**config.mk**
```make
export PLATFORM = sky130hd
export DESIGN_NAME = input_debouncer
export DESIGN_NICKNAME = d
export VERILOG_FILES = /design/src/rtl/input_debouncer.sv
export SDC_FILE = /design/constraint.sdc
export NUM_CORES = 1
export LEC_CHECK = 0
export CAP_MARGIN = 20
export CORE_MARGIN = 5
export CORE_UTILIZATION = 60
export DETAILED_ROUTE_END_ITERATION = 7
export PLACE_DENSITY = 0.85
export SLEW_MARGIN = 40
export SYNTH_ARGS = -nofsm -noshare
export SYNTH_HDL_FRONTEND = slang
export SYNTH_SLANG_ARGS = --single-unit
```
**constraint.sdc**
```tcl
create_clock -name clk -period 2.7 [get_ports clk]
set_clock_uncertainty 0.1 [all_clocks]
set_input_delay 0.405 -clock clk [delete_from_list [all_inputs] [get_ports clk]]
set_output_delay 0.405 -clock clk [all_outputs]
set_load 0.005 [all_outputs]
```
**src/rtl/input_debouncer.sv**
```systemverilog
`default_nettype none
// ============================================================================
// Module   : input_debouncer
// Purpose  : Conditions raw board inputs (run/valid switches, step button,
//            in[4:0] switches) for the peripheral/debug unit. Each bit goes
//            through a 2-flop synchroniser and then a stability counter. A new
//            level reaches db_out only after it has held for STABLE_CNT
//            consecutive cycles at the synchroniser output.
// Ports    : clk      - system clock (shared with the peripheral/debug unit)
//            rst_n    - asynchronous active-low reset
//            raw_in   - unsynchronised switch/button levels  [N_IN]
//            db_out   - debounced levels                     [N_IN]
//            db_rise  - one-cycle pulse on db_out 0->1       [N_IN] (optional)
//            db_fall  - one-cycle pulse on db_out 1->0       [N_IN] (optional)
//            busy     - some bit currently has a change being qualified
// Config   : define DEBOUNCE_EDGE_EN to add the registered db_rise/db_fall
//            ports. Without it, db_out and busy behave identically.
// Revision : 1.0 - initial release
// ============================================================================
module input_debouncer #(
    parameter int N_IN       = 8,
    parameter int CNT_W      = 20,
    parameter int STABLE_CNT = 1000000
) (
    input  logic            clk,
    input  logic            rst_n,
    input  logic [N_IN-1:0] raw_in,
    output logic [N_IN-1:0] db_out,
`ifdef DEBOUNCE_EDGE_EN
    output logic [N_IN-1:0] db_rise,
    output logic [N_IN-1:0] db_fall,
`endif
    output logic            busy
);

    // Terminal count: the STABLE_CNT-th consecutive differing sample commits.
    localparam logic [CNT_W-1:0] c_cnt_max = CNT_W'(STABLE_CNT - 1);

    logic [N_IN-1:0]  r_s1;
    logic [N_IN-1:0]  r_s2;
    logic [N_IN-1:0]  r_db;
    logic [CNT_W-1:0] r_cnt [N_IN];

    logic [N_IN-1:0]  w_diff;     // synchronised level differs from output
    logic [N_IN-1:0]  w_commit;   // this edge updates db_out for the bit
    logic [N_IN-1:0]  w_cnt_nz;   // qualification in progress

    genvar gi;
    generate
        for (gi = 0; gi < N_IN; gi++) begin : g_bit
            assign w_diff[gi]   = r_s2[gi] ^ r_db[gi];
            assign w_commit[gi] = w_diff[gi] && (r_cnt[gi] == c_cnt_max);
            assign w_cnt_nz[gi] = (r_cnt[gi] != '0);
        end
    endgenerate

    always_ff @(posedge clk or negedge rst_n) begin
        if (!rst_n) begin
            r_s1 <= '0;
            r_s2 <= '0;
            r_db <= '0;
            for (int i = 0; i < N_IN; i++) begin
                r_cnt[i] <= '0;
            end
        end else begin
            r_s1 <= raw_in;
            r_s2 <= r_s1;
            for (int i = 0; i < N_IN; i++) begin
                if (!w_diff[i]) begin
                    // Any return to the current output level restarts qualification.
                    r_cnt[i] <= '0;
                end else if (w_commit[i]) begin
                    r_db[i]  <= r_s2[i];
                    r_cnt[i] <= '0;
                end else begin
                    r_cnt[i] <= r_cnt[i] + CNT_W'(1);
                end
            end
        end
    end

    assign db_out = r_db;
    assign busy   = |w_cnt_nz;

`ifdef DEBOUNCE_EDGE_EN
    logic [N_IN-1:0] r_rise;
    logic [N_IN-1:0] r_fall;

    // Registered alongside r_db so the pulse lines up with the db_out change.
    // The direction comes from the new level, so rise and fall are exclusive.
    always_ff @(posedge clk or negedge rst_n) begin
        if (!rst_n) begin
            r_rise <= '0;
            r_fall <= '0;
        end else begin
            r_rise <= w_commit & r_s2;
            r_fall <= w_commit & ~r_s2;
        end
    end

    assign db_rise = r_rise;
    assign db_fall = r_fall;
`endif

endmodule
`default_nettype wire

```
==> results of run 1 <==
report_power, final:
part	switching, mW	leakage, nW	internal [mW]	total, mW
combinational	0.166	1.47	0.102	0.268
clock	1.04	0.264	1.29	2.34
sequential	0.0448	2.50	2.80	2.84
total	1.25	4.23	4.19	5.45
registers in the layout, summed over array words and instances (netlist names):
register,cells
r_cnt,160
db_out,8
r_s1,8
r_s2,8
metrics by stage:
stage          worst slack, ns  instances
3_3_place_gp             0.124       1151
3_5_place_dp             0.109       1151
4_1_cts                 0.0170       1184
6_report                0.0883       1190
5_1_grt                 -0.116       1190
2_1_floorplan            0.717        952
layer usage:
layer | vias to the layer above | share of wire, % | global-route usage, % | routed length, µm
li1 | 3485 | - | - | -
met1 | 3620 | 44 | 29.9 | 8550
met2 | 190 | 49 | 36.9 | 9660
met3 | 42 | 4.2 | 4.61 | 817
met4 | 0 | 2.7 | 9.71 | 518
met5 | - | 0 | 0 | 0
cells in the final DEF (no fill, tap or decap), types with 29 or more instances in the layout:
cell type / n
dfrtp_1: 175
nor2_1: 121
nand3_1: 63
nand2_1: 56
xnor2_1: 55
a21oi_1: 52
xor2_1: 45
inv_1: 39
or3_1: 38
nor4_1: 33
buf_4: 31
nand4_1: 29
timing repair:
action | in CTS | in global routing
endpoints found under the hold margin | 62 | 0
setup buffers | 0 | 6
endpoints found under the setup margin | 1 | 1
gates resized for setup | 9 | 27
pin swaps | 3 | 7
hold buffers | 1 | 0
worst max-delay path by stage:
stage	from	end	depth (start not counted)
6_report	r_cnt[98]	busy	5
5_1_grt	r_cnt[140]	busy	7
4_1_cts	r_cnt[20]	busy	7
3_5_place_dp	r_cnt[20]	busy	7
3_3_place_gp	r_cnt[20]	busy	7
2_1_floorplan	r_cnt[60]	r_cnt[78]	6
worst register-to-register path, delay by kind of cell (launching register included):
family                     cells  cell delay (ns)
AOI/OAI and AO/OA              1             0.15
and+or+nand+nor                3             1.15
adders and majority gates      1             0.20
buffers and inverters          1             0.13
DFF                            1             0.41
logic make-up after synthesis:
kind of cell	share of synthesized area [%]
adder cells (fa/ha/maj)	2.18
AND/OR/NAND/NOR	27.1
buffers and inverters	3.25
multiplexers	0.979
XOR/XNOR	9.52
AO/OA/AOI/OAI	6.93
flip-flops	50.0
area by class of cell:
type | instances | area [µm²] | share of cell area (%)
Sequential cell | 184 | 4620 | 44.0
Inverter | 39 | 146 | 1.40
Timing Repair Buffer | 52 | 462 | 4.40
Tap cell | 188 | 235 | 2.24
Clock inverter | 11 | 98.8 | 0.943
Multi-Input combinational cell | 695 | 4480 | 42.7
Clock buffer | 21 | 450 | 4.30
==> impl_results.md, run 1 <==
- Status: finished clean
- DRT antenna net count: 0
- Data required, critical path: 2.19 ns
- Fillcell total: 1061
- CTS buffer count: 17
- Synth cell types: just over 40
- Vias in the first global route: around 7100
- Syn Area/Cell: 9.67 µm²
- Vias per cell: 6.17
- Detailed Routing Iterations Pass 1: 5
- Clock root buffer: clkbuf_16
- Hold path cells: 0
- Die width: 134 µm
- I/O pins: 19
- Crit path max-delay cell type: dfrtp_1
- Hold Path End: r_s2[6]
- First-pass GRT wire length: 33400 µm
- F_max: 383 MHz
- Actual slew at the worst max-slew pin: 0.514 ns
- Top cells by count, synth: 184 x dfrtp_1, 121 x nor2_1, 63 x nand3_1, 56 x nand2_1, 55 x xnor2_1
- Share of layout cells above drive strength 1: approximately an eighth
- Final setup vio count: 0
- Maximum vdd drop: 0.000464 V
- Post-Syn Instances: around 950
- CTS Sinks: 184
- CP Launch Type: register
- Leakage: ~4.2 nW
- Largest cells by area after synthesis: dfrtp_1 50%, xnor2_1 5.2%, nor2_1 4.9%
- CP bufs+invs: 1
- Port-buffer cells: 18
- Post-synth EDFFs: 0
- Fin nets: 1015
- Gr ovfl total: 0
- Power per cell area: 519 mW/mm²
- Die Height: 134 µm
- 1st-iter DRT viols: approximately 540
- Critical path class: reg -> out
- Worst r2r dst: r_cnt[158]
- Final Slew Violations: 0
- Pin count of the biggest net entering global routing: 66
- Ant diodes: 0
- Layout area overhead: 13.9%
- Worst Path Arrival: 2.11 ns
- Family with the most delay on the worst path: simple AND/OR/NAND/NOR gates
- Hold Slack: 0.249 ns
- Slew margin rel.: 65.7%
- H-tree depth: 4
- Seq/Total Area, Yosys: about half
- Post-synth top area share: 50.0%
- Overall global routing resource usage: a little under a quarter
- Most common flop cell mapped by yosys: dfrtp_1
- Post-layout util: 69.2%
- Post-Layout Inst Area: 0.0105 mm²
- Worst-path clk slew: 0.06 ns
- Syn Std Cell Area: 0.00920 mm²
- R2R Setup Slk: 0.50 ns
- Final Hold Fails: 0
- Max stage delay on crit path: approximately 0.42 ns
- Crit share post-route: a little over nine tenths
- Power, Total: 5.45 mW
- # DRC: 0
- Final HPWL DP: approximately 13000 µm
- RSZ-0062 raised after global routing: yes
- Avg WL per Cell: 16.4 µm
- Syn_nets: 978
- Final TNS setup: 0 ns
- Most used cell, CP: nand4_1
- R2R depth: 6
- DIE AREA: 0.0179 mm²
- Initial core utilization: 60.8%
- Worst-path maximum fanout: 4
- CTS tree: yes
- Initial antenna violation count: 0
- Placed instance area: 0.00972 mm²
- Worst-path cell chain: nor4_1, nand4_1, nor4_2, nand4_1, buf_2
- Routed WL: between 15000 and 20000 µm
- Max Root-Sink Buffers: 2
- GP Congestion: 0.902
- Worst-skew pair later-pin latency: 0.44 ns
- Final Critical Period: between 2 and 3 ns
- RR Startpoint: r_cnt[140]
- YS warnings: 0
- Core ar.: 0.0151 mm²
- Top-count cell post-synth: dfrtp_1
- Std cell rows: 45
- Detailed-route via count: 7337
- Worst hold start: r_s1[6]
- Synth area leader: dfrtp_1
- Synth Register Bits: 184
- Hold crit path type: reg -> reg
- Max-capacitance violation count: 0
- Worst Setup End Kind: output pin
- Ys async rst share: 100%
Note: power is estimated with default switching activity, not from simulation.
==> run 2, diff against run 1 <==
--- a/config.mk
+++ b/config.mk
@@ -7,9 +7,9 @@
 export LEC_CHECK = 0
 export CAP_MARGIN = 20
 export CORE_MARGIN = 5
-export CORE_UTILIZATION = 60
+export CORE_UTILIZATION = 56
 export DETAILED_ROUTE_END_ITERATION = 7
-export PLACE_DENSITY = 0.85
+export PLACE_DENSITY = 0.84
 export SLEW_MARGIN = 40
 export SYNTH_ARGS = -nofsm -noshare
 export SYNTH_HDL_FRONTEND = slang
==> constraint.sdc (replaced) <==
create_clock -name clk -period 2.13 [get_ports clk]
set_clock_uncertainty 0.1 [all_clocks]
set_input_delay 0.3195 -clock clk [delete_from_list [all_inputs] [get_ports clk]]
set_output_delay 0.3195 -clock clk [all_outputs]
set_load 0.005 [all_outputs]
==> run 2 against run 1 <==
  * The run now ends with negative setup slack left
  * Clock-buffer cell count shrank 2
  * Critical path type unchanged
  * Sequential power increased by 26%
  * Final area increased by 14%
  * Power up 39%
  * Register-to-register slack lost 0.49 ns
==> impl_results.md, run 2 (synthesis gave the netlist of run 1 again) <==
- CTS Sinks: 184
- I/O pins: 19
- Final Critical Period: 2.61 ns
- Most frequent cells in the layout: 193 x buf_4, 184 x dfrtp_1, 121 x nor2_1
- CP Launch Type: register
- Port-buffer cells: 18
- Maximum vdd drop: a little over 0.0006 V
- Max Root-Sink Buffers: 2
- Commonest non-fill, non-tap cell in the layout: buf_4
- Overall global routing resource usage: 24.8%
- Layout area overhead: 29.3%
- Die width: 138 µm
- Top reg by flops: r_cnt
- Worst-path clk slew: 0.07 ns
- RSZ-0062 raised after global routing: yes
- Core ar.: approximately 0.016 mm²
- Slew margin rel.: roughly 69%
- Crit share post-route: 123%
- Final setup vio count: 1
- Final Hold Fails: 0
- CTS buffer count: 17
- Routed WL: 24400 µm
- Vias per cell: roughly 6
- Pin count of the biggest net entering global routing: 47
- Avg WL per Cell: between 15 and 20 µm
- Post-layout util: 74.4%
- F_max: 383 MHz
- Number of flip-flops in the largest register: 160
- 1st-iter DRT viols: between 800 and 900
- Worst Path Arrival: 2.19 ns
- CTS tree: yes
- Std cell rows: 46
- Initial core utilization: between 50% and 60%
- Data required, critical path: 1.71 ns
- Gr ovfl total: 0
- Status: finished with violations
- Hold crit path type: in -> reg
- Final HPWL DP: 15200 µm
- DIE AREA: between 0.015 and 0.02 mm²
- Placed instance area: roughly 0.011 mm²
- Leakage: 5.18 nW
- Actual slew at the worst max-slew pin: 0.460 ns
- Worst-skew pair later-pin latency: 0.45 ns
- GP Congestion: 0.913
- # DRC: 0
- Detailed Routing Iterations Pass 1: 5
- Share of layout cells above drive strength 1: 24.7%
- Ant diodes: 0
- Final worst slack: -0.484 ns
- Detailed-route via count: roughly 8400
- Critical path class: reg -> out
- Power per cell area: 634 mW/mm²
- H-tree depth: 4
- Vias in the first global route: 8362
- Worst-path maximum fanout: 2
- First-pass GRT wire length: just under 40000 µm
- Die Height: 138 µm
- Clock root buffer: clkbuf_16
- Max-capacitance violation count: 0
- Fin nets: about 1200
- DRT antenna net count: 0
- Worst Setup End Kind: output pin
- Post-Layout Inst Area: about 0.012 mm²
- Initial antenna violation count: 0
- Final Slew Violations: 0
- Failing checks: negative setup slack
==> run 2: worst paths after layout <==
kind / from / endpoint / slack, ns / cells past startpoint
setup / recovery: r_cnt[35] / busy / -0.48 / 6
hold / removal: raw_in[7] / r_s1[7] / 0.21 / 1
setup reg to reg: r_cnt[120] / r_cnt[138] / 0.01 / 7
hold reg to reg: r_s1[5] / r_s2[5] / 0.25 / 0
max in group asynchronous: rst_n / db_out[6] / 1.09 / 3
min in group asynchronous: rst_n / r_cnt[112] / 0.26 / 2
==> run 2: report_power, final <==
group | leakage [nW] | switching, mW | internal (mW)
clock network | 0.319 | 1.45 | 2.06
registers | 2.51 | 0.0369 | 3.54
logic | 2.35 | 0.264 | 0.184
==> run 2: layout make-up <==
| type | count | area, µm² |
|---|---|---|
| Sequential cell | 184 | 4600 |
| Clock buffer | 19 | 453 |
| Fill cell | 1056 | 4100 |
| Clock inverter | 13 | 203 |
| Multi-Input combinational cell | 695 | 4500 |
| Inverter | 39 | 146 |
| Timing Repair Buffer | 217 | 1720 |
| Tap cell | 216 | 270 |
==> run 2: worst max-delay path, stage by stage (launching register included) <==
cell and delay [ns]:
dfrtp_1 0.42, nor4_2 0.41, buf_4 0.19, nand4_1 0.12, nor4_2 0.28, nand4_1 0.17, buf_2 0.17
==> run 2: timing repair <==
action,4_1_cts,5_1_grt
pin swaps,4,11
hold endpoints to repair,36,0
resized for setup,16,21
endpoints found under the setup margin,2,13
hold buffers,1,0
buffers inserted,0,11
==> run 2: metal layers <==
metal / vias to the layer above / GRT usage [%] / share of wire [%]
met2: 350 / 42.7 / 51
met5: - / 0 / 0
li1: 3819 / - / -
met1: 4092 / 29.9 / 40
met4: 0 / 11.0 / 3.5
met3: 95 / 5.38 / 5.5
==> run 2: per-stage QoR <==
stage	setup TNS (ns)	hold WS, ns	std cells	setup WS [ns]	power, mW
2_1_floorplan	0	-0.0761	952	0.147	3.81
3_3_place_gp	-0.355	0.165	1342	-0.355	4.03
3_5_place_dp	-0.447	0.169	1342	-0.447	4.05
4_1_cts	-0.402	0.197	1375	-0.402	7.56
5_1_grt	-0.614	0.187	1383	-0.545	7.80
6_report	-0.484	0.205	1383	-0.484	7.55
==> run 3, diff against run 2 <==
--- a/config.mk
+++ b/config.mk
@@ -7,9 +7,9 @@
 export LEC_CHECK = 0
 export CAP_MARGIN = 20
 export CORE_MARGIN = 5
-export CORE_UTILIZATION = 56
+export CORE_UTILIZATION = 40
 export DETAILED_ROUTE_END_ITERATION = 7
-export PLACE_DENSITY = 0.84
+export PLACE_DENSITY = 0.65
 export SLEW_MARGIN = 40
 export SYNTH_ARGS = -nofsm -noshare
 export SYNTH_HDL_FRONTEND = slang
==> run 3 against run 2 <==
  * The run still ends with negative setup slack left
  * Power is 5.0% lower
  * Via count down 9.1%
  * Die area rose by 37%
  * Global-route usage decreased by 8.3 points
  * First-iteration DRC count shrank 36%
  * Largest cell class unchanged
==> impl_results.md, run 3 (synthesis gave the netlist of run 1 again) <==
- F_max: roughly 410 MHz
- Vias in the first global route: around 7600
- Final Slew Violations: 0
- Actual slew at the worst max-slew pin: 0.587 ns
- Combinational power share: 5.9%
- Worst Path Arrival: 2.00 ns
- Initial core utilization: 40.7%
- Avg WL per Cell: 14.1 µm
- R2R depth: 6
- Final HPWL DP: between 10000 and 15000 µm
- Sequential share of power: 49.8%
- Leakage: 5.14 nW
- Vias per cell: ~5.2
- DRT antenna net count: 0
- Critical path class: reg -> out
- Crit share post-route: 114%
- First-pass GRT wire length: 35600 µm
- Number of flip-flops in the largest register: 160
- Final worst slack: -0.291 ns
- Post-Layout Inst Area: around 0.012 mm²
- Die Height: 162 µm
- Commonest non-fill, non-tap cell in the layout: buf_4
- Final Hold Fails: 0
- Power, Total: 7.17 mW
- Switching share of power: 22.6%
- Die width: 162 µm
- Worst Setup End Kind: output pin
- Gr ovfl total: 0
- CP Launch Type: register
- # DRC: 0
- Hold crit path type: in -> reg
- Data required, critical path: 1.71 ns
- Top reg by flops: r_cnt
- Worst-skew pair later-pin latency: around 0.44 ns
- Power per cell area: 603 mW/mm²
- Layout area overhead: 29.2%
- Detailed-route via count: 7599
- Worst-path maximum fanout: 2
- CTS buffer count: 17
- I/O pins: 19
- Fillcell total: 1971
- Overall global routing resource usage: 16.4%
- H-tree depth: 4
- Worst-path clk slew: 0.07 ns
- Share of layout cells above drive strength 1: a little under a quarter
- Status: finished with violations
- RSZ-0062 raised after global routing: yes
- CTS Sinks: 184
- Pin count of the biggest net entering global routing: 67
- Initial antenna violation count: 0
- Failing checks: negative setup slack
- DIE AREA: 0.0261 mm²
- Std cell rows: 55
- 1st-iter DRT viols: 513
- Detailed Routing Iterations Pass 1: 5
- Clk pwr share: 44.3%
- CTS tree: yes
- Port-buffer cells: 18
- Fin nets: 1181
- Core ar.: 0.0226 mm²
- Maximum vdd drop: 0.000574 V
- Final setup vio count: 1
- Ant diodes: 0
- Pint: 5.55 mW
- GP Congestion: 0.859
- Final Critical Period: 2.42 ns
- Routed WL: 20400 µm
- Hold path cells: 1
- Slew margin rel.: 60.8%
- Most frequent cells in the layout: 194 x buf_4, 184 x dfrtp_1, 121 x nor2_1
- Placed instance area: 0.0112 mm²
- Clock root buffer: clkbuf_16
- Max-capacitance violation count: 0
- Max Root-Sink Buffers: 2
- Psw: 1.62 mW
run 3: changes by cell type in the layout (fill, tap and decap cells not counted), moves of 3 or more:
cell / delta
nor4_2: +3
ha_1: +4
ha_2: -4
nor4_1: -3
nor4b_2: +4
inv_6: -4
nor4b_4: -4
run 3: final timing paths:
kind | start | to | slack [ns]
min in group asynchronous | rst_n | r_cnt[113] | 0.35
hold / removal | raw_in[1] | r_s1[1] | 0.22
hold reg to reg | r_s1[5] | r_s2[5] | 0.25
setup reg to reg | r_cnt[21] | r_cnt[38] | 0.10
max in group asynchronous | rst_n | r_cnt[135] | 0.93
setup / recovery | r_cnt[60] | busy | -0.29
run 3: cell type report:
class                           instances  area, µm²  share of cell area (%)
Clock buffer                           22        474                    3.99
Clock inverter                         10        120                    1.01
Inverter                               39        146                    1.23
Multi-Input combinational cell        695       4440                    37.4
Sequential cell                       184       4600                    38.7
Tap cell                              285        357                    3.00
Timing Repair Buffer                  218       1750                    14.7
run 3: repair_timing:
action / 4_1_cts / 5_1_grt
gates cloned: 0 / 0
pin swaps: 5 / 4
endpoints found under the setup margin: 1 / 11
hold endpoints to repair: 60 / 0
setup buffers: 0 / 0
hold buffers: 1 / 0
resized for setup: 15 / 10
run 3: metal layers:
layer | GRT usage (%) | routed length, µm | vias up
li1 | - | - | 3819
met1 | 22.3 | 9710 | 3667
met2 | 27.6 | 9910 | 95
met3 | 2.97 | 573 | 18
met4 | 4.23 | 227 | 0
met5 | 0 | 0 | -
run 3: critical path, stage by stage, from the launching register on:
cell     delay (ns)
dfrtp_1        0.38
inv_1          0.06
ha_1           0.14
nor4b_2        0.22
nand2_1        0.13
nor3_2         0.22
buf_4          0.14
nand4_1        0.12
buf_2          0.16
run 3: power groups by stage:
stage | sequential (mW) | clock [mW] | combinational (mW)
after CTS | 3.57 | 3.25 | 0.428
after global placement | 3.64 | 0 | 0.408
after global routing | 3.58 | 3.42 | 0.481
final | 3.57 | 3.17 | 0.423
after floorplan | 3.66 | 0 | 0.158
after detailed placement | 3.64 | 0 | 0.417
run 3: stage by stage:
stage | hold WS (ns) | setup slack [ns] | TNS, ns | util (%) | std cells
after floorplan | -0.0761 | 0.147 | 0 | - | 952
after global placement | 0.232 | -0.199 | -0.199 | 49.3 | 1420
after global routing | 0.201 | -0.443 | -0.443 | 52.5 | 1453
after CTS | 0.204 | -0.359 | -0.359 | 52.3 | 1453
after detailed placement | 0.236 | -0.195 | -0.195 | 49.3 | 1420
final | 0.218 | -0.291 | -0.291 | 52.5 | 1453
